`src/rtl/branch_resolve_unit.sv`:
```
// Branch resolution unit: queues fetch-time predictions in order and checks them
// against execute outcomes, driving predictor/BTB updates, redirects and statistics.
module branch_resolve_unit #(
  parameter int DATA_WIDTH  = 32,
  parameter int QUEUE_DEPTH = 4,
  parameter int CNT_WIDTH   = 32
) (
  input  logic                  clk,
  input  logic                  rstn,
  input  logic                  rec_valid,
  output logic                  rec_ready,
  input  logic [DATA_WIDTH-1:0] rec_pc,
  input  logic                  rec_hit,
  input  logic                  rec_pred,
  input  logic [DATA_WIDTH-1:0] rec_target,
  input  logic                  res_valid,
  input  logic                  res_is_cond,
  input  logic                  res_taken,
  input  logic [DATA_WIDTH-1:0] res_target,
  input  logic                  flush,
  output logic                  update_predictor,
  output logic                  update_btb,
  output logic                  actually_taken,
  output logic [DATA_WIDTH-1:0] resolved_pc,
  output logic [DATA_WIDTH-1:0] resolved_pc_target,
  output logic                  mispredict,
  output logic [DATA_WIDTH-1:0] redirect_pc,
  output logic                  res_underflow,
  output logic [CNT_WIDTH-1:0]  stat_branches,
  output logic [CNT_WIDTH-1:0]  stat_mispredicts
);

  localparam int PW = (QUEUE_DEPTH > 1) ? $clog2(QUEUE_DEPTH) : 1;
  localparam logic [PW:0] FULL_CNT = (PW+1)'(QUEUE_DEPTH);

  logic [DATA_WIDTH-1:0] pcMem_q  [QUEUE_DEPTH];
  logic [DATA_WIDTH-1:0] tgtMem_q [QUEUE_DEPTH];
  logic                  hitMem_q [QUEUE_DEPTH];
  logic                  predMem_q[QUEUE_DEPTH];

  logic [PW-1:0] rdPtr_q, rdPtr_d, wrPtr_q, wrPtr_d;
  logic [PW:0]   count_q, count_d;

  logic                  updPred_q, updBtb_q, actTaken_q, mispred_q, underflow_q;
  logic [DATA_WIDTH-1:0] resPc_q, resTgt_q, redirect_q;
  logic [CNT_WIDTH-1:0]  statBr_q, statMis_q;

  logic                  resolve, taken, effTaken, mis, push;
  logic [DATA_WIDTH-1:0] headPc, headTgt, nextPc;
  logic                  headHit, headPred;

  assign rec_ready = (count_q != FULL_CNT);

  // Prediction check against the oldest entry; a jump with a BTB hit counts as predicted taken.
  always_comb begin
    headPc   = pcMem_q[rdPtr_q];
    headTgt  = tgtMem_q[rdPtr_q];
    headHit  = hitMem_q[rdPtr_q];
    headPred = predMem_q[rdPtr_q];
    resolve  = res_valid && (count_q != '0);
    taken    = res_taken | ~res_is_cond;
    effTaken = headHit & (headPred | ~res_is_cond);
    mis      = resolve & ((effTaken != taken) | (effTaken & taken & (headTgt != res_target)));
    push     = rec_valid & rec_ready & ~mis & ~flush;
    nextPc   = taken ? res_target : headPc + DATA_WIDTH'(4);
  end

  // Wrong-path entries vanish on a mispredict or flush by snapping the read pointer to the write pointer.
  always_comb begin
    rdPtr_d = rdPtr_q;
    wrPtr_d = wrPtr_q;
    count_d = count_q;
    if (mis || flush) begin
      rdPtr_d = wrPtr_q;
      count_d = '0;
    end else begin
      if (push) wrPtr_d = wrPtr_q + PW'(1);
      if (resolve) rdPtr_d = rdPtr_q + PW'(1);
      count_d = count_q + (PW+1)'(push) - (PW+1)'(resolve);
    end
  end

  always_ff @(posedge clk or negedge rstn) begin
    if (!rstn) begin
      for (int i = 0; i < QUEUE_DEPTH; i++) begin
        pcMem_q[i]   <= '0;
        tgtMem_q[i]  <= '0;
        hitMem_q[i]  <= 1'b0;
        predMem_q[i] <= 1'b0;
      end
      rdPtr_q     <= '0;
      wrPtr_q     <= '0;
      count_q     <= '0;
      updPred_q   <= 1'b0;
      updBtb_q    <= 1'b0;
      actTaken_q  <= 1'b0;
      mispred_q   <= 1'b0;
      underflow_q <= 1'b0;
      resPc_q     <= '0;
      resTgt_q    <= '0;
      redirect_q  <= '0;
      statBr_q    <= '0;
      statMis_q   <= '0;
    end else begin
      if (push) begin
        pcMem_q[wrPtr_q]   <= rec_pc;
        tgtMem_q[wrPtr_q]  <= rec_target;
        hitMem_q[wrPtr_q]  <= rec_hit;
        predMem_q[wrPtr_q] <= rec_pred;
      end
      rdPtr_q   <= rdPtr_d;
      wrPtr_q   <= wrPtr_d;
      count_q   <= count_d;
      updPred_q <= resolve & res_is_cond;
      updBtb_q  <= resolve & taken;
      mispred_q <= mis;
      if (resolve) begin
        actTaken_q <= taken;
        resPc_q    <= headPc;
        resTgt_q   <= res_target;
        redirect_q <= nextPc;
        if (statBr_q != '1) statBr_q <= statBr_q + CNT_WIDTH'(1);
      end
      if (mis && statMis_q != '1) statMis_q <= statMis_q + CNT_WIDTH'(1);
      if (res_valid && count_q == '0) underflow_q <= 1'b1;
    end
  end

  assign update_predictor   = updPred_q;
  assign update_btb         = updBtb_q;
  assign actually_taken     = actTaken_q;
  assign resolved_pc        = resPc_q;
  assign resolved_pc_target = resTgt_q;
  assign mispredict         = mispred_q;
  assign redirect_pc        = redirect_q;
  assign res_underflow      = underflow_q;
  assign stat_branches      = statBr_q;
  assign stat_mispredicts   = statMis_q;

endmodule
```
`config.mk`:
```
export PLATFORM = sky130hd
export DESIGN_NAME = branch_resolve_unit
export DESIGN_NICKNAME = d
export VERILOG_FILES = /design/src/rtl/branch_resolve_unit.sv
export SDC_FILE = /design/constraint.sdc
export NUM_CORES = 1
export LEC_CHECK = 0
export BUFFER_PORTS_ARGS = -buffer_cell sky130_fd_sc_hd__buf_2
export CAP_MARGIN = 20
export CORE_MARGIN = 3
export CORE_UTILIZATION = 62
export DETAILED_ROUTE_END_ITERATION = 16
export PLACE_DENSITY = 0.85
export SLEW_MARGIN = 30
export SYNTH_ARGS = -nofsm -noshare
export SYNTH_HDL_FRONTEND = slang
export SYNTH_SLANG_ARGS = --single-unit
```
`constraint.sdc`:
```
create_clock -name clk -period 9.9 [get_ports clk]
set_clock_uncertainty 0.2 [all_clocks]
set_input_delay 0.495 -clock clk [delete_from_list [all_inputs] [get_ports clk]]
set_output_delay 0.495 -clock clk [all_outputs]
set_load 0.005 [all_outputs]
```
---- Yosys cells after proc, flatten, opt, wreduce, memory -nomap -nowiden ----
Cells that the tools add are included.
W data, S select, Z words.
storage, ports and cells
  input bits .............................. 105
  bits in writable memories ............... 0
  latch bits .............................. 0
  memories ................................ 0
  memory bits (read-only) ................. 0
  register bits after elaboration ......... 436
  output and inout port bits .............. 166
operators by class
  divide/modulo/power cells ............... 0
  shift-type cells ........................ 0
  muxes and demuxes ....................... 24
  equality and inequality tests ........... 5
  bitwise operators ....................... 18
  $mul .................................... 0
  order comparisons ....................... 3
  reduce and logical (&&, ||, !) cells .... 10
  add/subtract/negate cells ............... 7
operators by type and width
  kind                     count
  $bwmux W128              2
  $mux W32                 6
  $bmux W32 S2             2
  $add A32 B1 Y32 const B  2
  $demux W32 S2            1
  $ne A32 B32 Y1 const B   2
  $add A32 B3 Y32 const B  1
  $ne A32 B32 Y1           1
  $and A1 B1 Y1            9
  $bwmux W4                2
  $ge A3 B3 Y1 const B     2
  $not A2 Y3               2
  $mux W1                  5
  $add A2 B1 Y2 const B    2
  $bmux W1 S2              2
  $logic_and A1 B1 Y1      4
  $mux W2                  2
  $not A1 Y1               4
  $reduce_and A2 Y1        2
  $add A3 B1 Y3            1
  $logic_not A3 Y1         1
  $lt A3 B1 Y1 const B     1
  $mux W3                  1
  $ne A3 B3 Y1 const B     1
  other kinds (7)          9

---- Logic depth before layout (Yosys ltp) ----
  word-level depth ........................ 16
  mapped depth ............................ 24
  mapped depth without buffers ............ 18

---- Worst setup path after synthesis ----
OpenSTA, ideal clock, no wires.
  path kind ............................... register to register
  start ................................... reg rdPtr_q[0]
  end ..................................... reg count_q[2]
  arrival ................................. 3,936 ps
  required time ........................... 9,581 ps
  cell stages (with the launch flop) ...... 24
  path slack .............................. 5,645 ps
  cells stage by stage .................... dfrtp_1 -> buf_4 -> buf_6 -> buf_6 -> buf_4 -> buf_4 -> buf_2 -> inv_1 -> o211ai_1 -> o21ai_0 -> nor2_1 -> a31oi_1 -> ha_1 -> nand3b_1 -> a21boi_4 -> inv_1 -> ha_1 -> inv_1 -> ha_1 -> inv_1 -> fa_1 -> xor2_1 -> xnor2_1 -> nor2_1
on the way
  cells in the longest elaborated chain, start to end .. 16
  elaborated cells on any way between the ends .. 25
  those cells by class .................... add/sub: 2; eq/ne: 2; mux: 10; bitwise: 10; reduce/logical: 1
ends and longest elaborated chain
  what                                        RTL line    RTL
  start: declaration                          41          logic [PW-1:0] rdPtr_q, rdPtr_d, wrPtr_q, wrPtr_d;
  start signal: assignment                    111         rdPtr_q <= rdPtr_d;
  $not A2 Y3 (implied by the code) (*)        57, 58, 59
  $bmux W1 S2                                 59          headPred = predMem_q[rdPtr_q];
  $mux W1 (implied by the code) (2 in a row)  59
  $or A1 B1 Y1                                62          effTaken = headHit & (headPred | ~res_is_cond);
  $and A1 B1 Y1                               62
  $and A1 B1 Y1 (2 in a row)                  63          mis = resolve & ((effTaken != taken) | (effTaken & taken & (headTgt != res_target)));
  $or A1 B1 Y1 (*)                            63
  $and A1 B1 Y1 (*)                           63
  $not A1 Y1                                  64          push = rec_valid & rec_ready & ~mis & ~flush;
  $and A1 B1 Y1 (2 in a row)                  64
  $add A3 B1 Y3                               79          count_d = count_q + (PW+1)'(push) - (PW+1)'(resolve);
  $sub A3 B1 Y3                               79
  $mux W3 (*)                                 73          if (mis || flush) begin
  net count_d[2]                              42          logic [PW:0] count_q, count_d;
  end signal: assignment                      113         count_q <= count_d;
  end: declaration                            42
Mark *: on every way through the listed nets, which the timed path passes. The rest lies on a longest branch. The select of a mux whose other input is x is not followed.
A chain may end at the register's enable or synchronous reset.

---- Worst setup path in the final report ----
  start ................................... reg rdPtr_q[0]
  end ..................................... reg tgtMem_q[70] (netlist bit)
on the way
  cells in the longest elaborated chain, start to end .. 13
  elaborated cells on any way between the ends .. 21
  those cells by class .................... eq/ne: 2; mux: 9; bitwise: 10
ends and longest elaborated chain
  what                                        RTL line    RTL
  $not A2 Y3 (implied by the code) (*)        57, 58, 59
  $bmux W1 S2                                 59
  $mux W1 (implied by the code) (2 in a row)  59
  $or A1 B1 Y1                                62
  $and A1 B1 Y1                               62
  $and A1 B1 Y1 (2 in a row)                  63
  $or A1 B1 Y1 (*)                            63
  $and A1 B1 Y1 (*)                           63
  $not A1 Y1 (*)                              64
  $and A1 B1 Y1 (*) (2 in a row)              64
  end signal: indexed assignment              107         tgtMem_q[wrPtr_q] <= rec_target;
  end: declaration                            37          logic [DATA_WIDTH-1:0] tgtMem_q [QUEUE_DEPTH];
Mark *: on every way between the ends. The rest lies on a longest branch, timed or not. The select of a mux whose other input is x is not followed.

==> results.cfg <==
[routing]
met1Wirelength_mm = 20.1
top_layer_used = met5
wl_met3_mm = 4.45
num_vias = 13700
wl_per_cell_um = 23.4
first_iter_violations = 976
drc = 0
dr.pass1.iters = 5
wl_met2_mm = 25.8
ant_nets = 0
viasPerCell = 6.11
drt_wl_total_mm = 52.4

[layout]
area_delta_synth_final_pct = 16.9
fin_cells = 2238
final_cell_mix = 434 x dfrtp_1, 271 x nand2_1, 269 x buf_2
drive_above_1_share_pct = 33.9
final_nets = 1922
n_fill_cell = 1929
mostFrequentLayoutCell = dfrtp_1

[timing]
min_period_over_period_pct = 52.4
relSlewSlack_pct = 33.1
post-route-min-period_ps = 5190
drv_slew = 0
finalHoldViolCount = 0
worst_slew_pin_slew_ps = 1000
setup_slack_ps = 4710
final-setup-viol-count = 0
hold_slack_ps = 11.2
tns_ps = 0
fmax_mhz = 193
grt_setup_unrepaired = no

[power_and_ir_drop]
clockPowerShare_pct = 24.2
power_uw = 7450
p_leak_uw = 0.0109
ir_drop_mv = 0.200
seq_power_share_pct = 41.1
combPwrFrac_pct = 34.7
p_per_area_nw_per_um2 = 325
power_switching_uw = 2450
p_sw_share_pct = 32.9
p_int_uw = 4990

[logic_synthesis]
synth.distinct_cells = 44
synth_cells = 1540
synth_top_family_by_area = multiplexers
synth_seq_area_share_pct = 55.7
synth-async-reset-ratio_pct = 100
yosysWarningCount = 0
synth-xor-area-share_pct = 5.55
syn-num-nets = 1656
syn_area_per_cell_um2 = 12.7
synth_seq_cells = 436
syn_area_um2 = 19600
synth_largest_area_cell = dfrtp_1
synth_edf_count = 0
ys.flop_type = dfrtp_1
synthSimpleGateAreaFrac_pct = 10.2
synth.area.top_cells = dfrtp_1 56%, mux2_2 11%, mux4_2 7.4%, nand2_1 5.3%, mux2_1 4.7%
synthMuxAreaShare_pct = 22.9
synth_top_cell_area_share_pct = 55.7
synth_compound_area_share_pct = 2.31
synthAdderAreaFrac_pct = 0.741

[floorplanning]
die_h_um = 184
core_area_um2 = 30800
start_util_pct = 63.5
fp.dieW_um = 184
dieArea_um2 = 33800
rows = 64
ios = 271

[critical_path]
regToRegStartpoint = rdPtr_q[0]$_DFFE_PN0P_
rr_endpoint = tgtMem_q[70]$_DFFE_PN0P_
worstSetupStartpointType = register
rr_worst_depth = 13
arrival_ps = 5410
critPathMaxFanout = 46
path_class = reg2reg
cp.required_ps = 10120
end_kind = register
reg2reg_slack_ps = 4710

[job]
cap_violations = 0

[clock_network]
cts.sink_count = 436
clkTransAtPathRegs_ps = 60
ctsHtreeMaxLevel = 2
cts_buffer_depth = 3
cts_buffers = 45
root_buffer = clkbuf_16
cts_tree = yes
worstSkewPairLatency_ps = 550

[min_path]
hold_depth = 2
hold-path-endpoint = tgtMem_q[58]$_DFFE_PN0P_
hp-class = in2reg
hp-start = rec_target[26]

[place]
gp_congestion = 0.937
place_ws_ps = 4760
portBuffers = 270
dpl.hpwl_mm = 34.5
place_inst = 2146

[global_routing]
grt_max_degree = 114
gr-usage-all-layers_pct = 31.5
antenna_found_initial = 5
grt_pass1_vias = 14600
overflow = 0
grt_pass1_wl_mm = 82.5

[outcome]
status = finished, final reports clean
sequential cells by signal (all words and copies together), names as in the netlist:
register and cells:
actually_taken 1, count_q 3, hitMem_q 4, mispredict 1, pcMem_q 128, predMem_q 4
rdPtr_q 2, redirect_pc 32, res_underflow 1, resolved_pc 32, resolved_pc_target 32, stat_branches 32
stat_mispredicts 32, tgtMem_q 128, update_btb 1, update_predictor 1, wrPtr_q 2
power by group through the flow:
stage,clock network [uW],logic [uW],registers (uW)
6_report,1800,2580,3060
5_1_grt,1900,2810,3150
4_1_cts,1820,2590,3050
3_5_place_dp,0,2530,3050
3_3_place_gp,0,2440,2990
2_1_floorplan,0,1880,2870
metal layers:
metal / vias to the layer above / track usage [%]
met5: - / 0
met4: 4 / 12.7
met3: 143 / 6.41
met2: 615 / 53.0
met1: 7007 / 40.7
li1: 5895 / -
per-stage QoR:
step | cell area [um2] | utilization (%)
detailed placement | 21200 | 68.7
CTS | 22900 | 74.2
global placement | 21200 | 68.7
finish | 22900 | 74.2
global route | 22900 | 74.2
floorplan | 19600 | -
synth_stat cells, types with 2 or more instances:
master,count
mux4_2,64
a31oi_1,4
or2_2,2
o21a_1,2
and3_1,25
buf_2,10
nand2_1,275
nand3b_1,2
and4_1,4
mux2_1,81
o21ai_0,38
buf_4,12
or3_1,2
clkbuf_1,43
nor4_1,19
nor3_1,17
nand4_1,17
and2_1,4
nor2_1,55
mux2_2,186
mux2i_1,4
nand3_1,27
nor4_2,2
buf_6,11
xor2_1,54
inv_1,22
xnor2_1,70
o211ai_1,3
a21oi_1,26
dfrtp_1,436
ha_1,10
kinds of logic after synthesis:
group	Yosys count
AND/OR/NAND/NOR	455
flip-flops	436
multiplexers	335
XOR/XNOR	124
buffers and inverters	99
AO/OA/AOI/OAI	80
adder cells (fa/ha/maj)	11
repair_timing:
item / CTS / global route
setup buffers: 0 / 0
endpoints found under the hold margin: 123 / 0
resized for setup: 0 / 0
hold buffers: 9 / 0
worst max path at each step:
| stage | startpoint | end | slack (ps) | depth (start not counted) |
|---|---|---|---|---|
| final | rdPtr_q[0]$_DFFE_PN0P_ | tgtMem_q[70]$_DFFE_PN0P_ | 4710 | 13 |
| after detailed placement | rdPtr_q[0]$_DFFE_PN0P_ | tgtMem_q[90]$_DFFE_PN0P_ | 4760 | 13 |
| after global placement | rdPtr_q[0]$_DFFE_PN0P_ | tgtMem_q[90]$_DFFE_PN0P_ | 4830 | 13 |
| after CTS | rdPtr_q[0]$_DFFE_PN0P_ | tgtMem_q[70]$_DFFE_PN0P_ | 4650 | 13 |
| after floorplan | rdPtr_q[0]$_DFFE_PN0P_ | count_q[2]$_DFF_PN0_ | 5650 | 23 |
| after global routing | rdPtr_q[0]$_DFFE_PN0P_ | tgtMem_q[70]$_DFFE_PN0P_ | 4350 | 13 |
critical path, stage by stage, from the launching register on:
cell and delay [ps]:
dfrtp_4 820, buf_4 730, inv_1 210, o211ai_1 150, o21ai_0 120, nor2_1 100
a31oi_1 90, ha_1 410, nor2_1 60, nor2_1 350, a21boi_4 170, nand2_2 510
buf_4 680, mux2_2 430
area by class of cell:
type	count	area [um2]	area share (%)
inverter	23	86.3	0.377
timing repair buffer	295	1590	6.95
clock buffer	64	1350	5.90
clock inverter	15	243	1.06
antenna	4	10.0	0.0437
sequential	436	10900	47.7
multi-input combinational	1005	8200	35.8
tap	396	495	2.16
(Power assumes the default switching activity.)
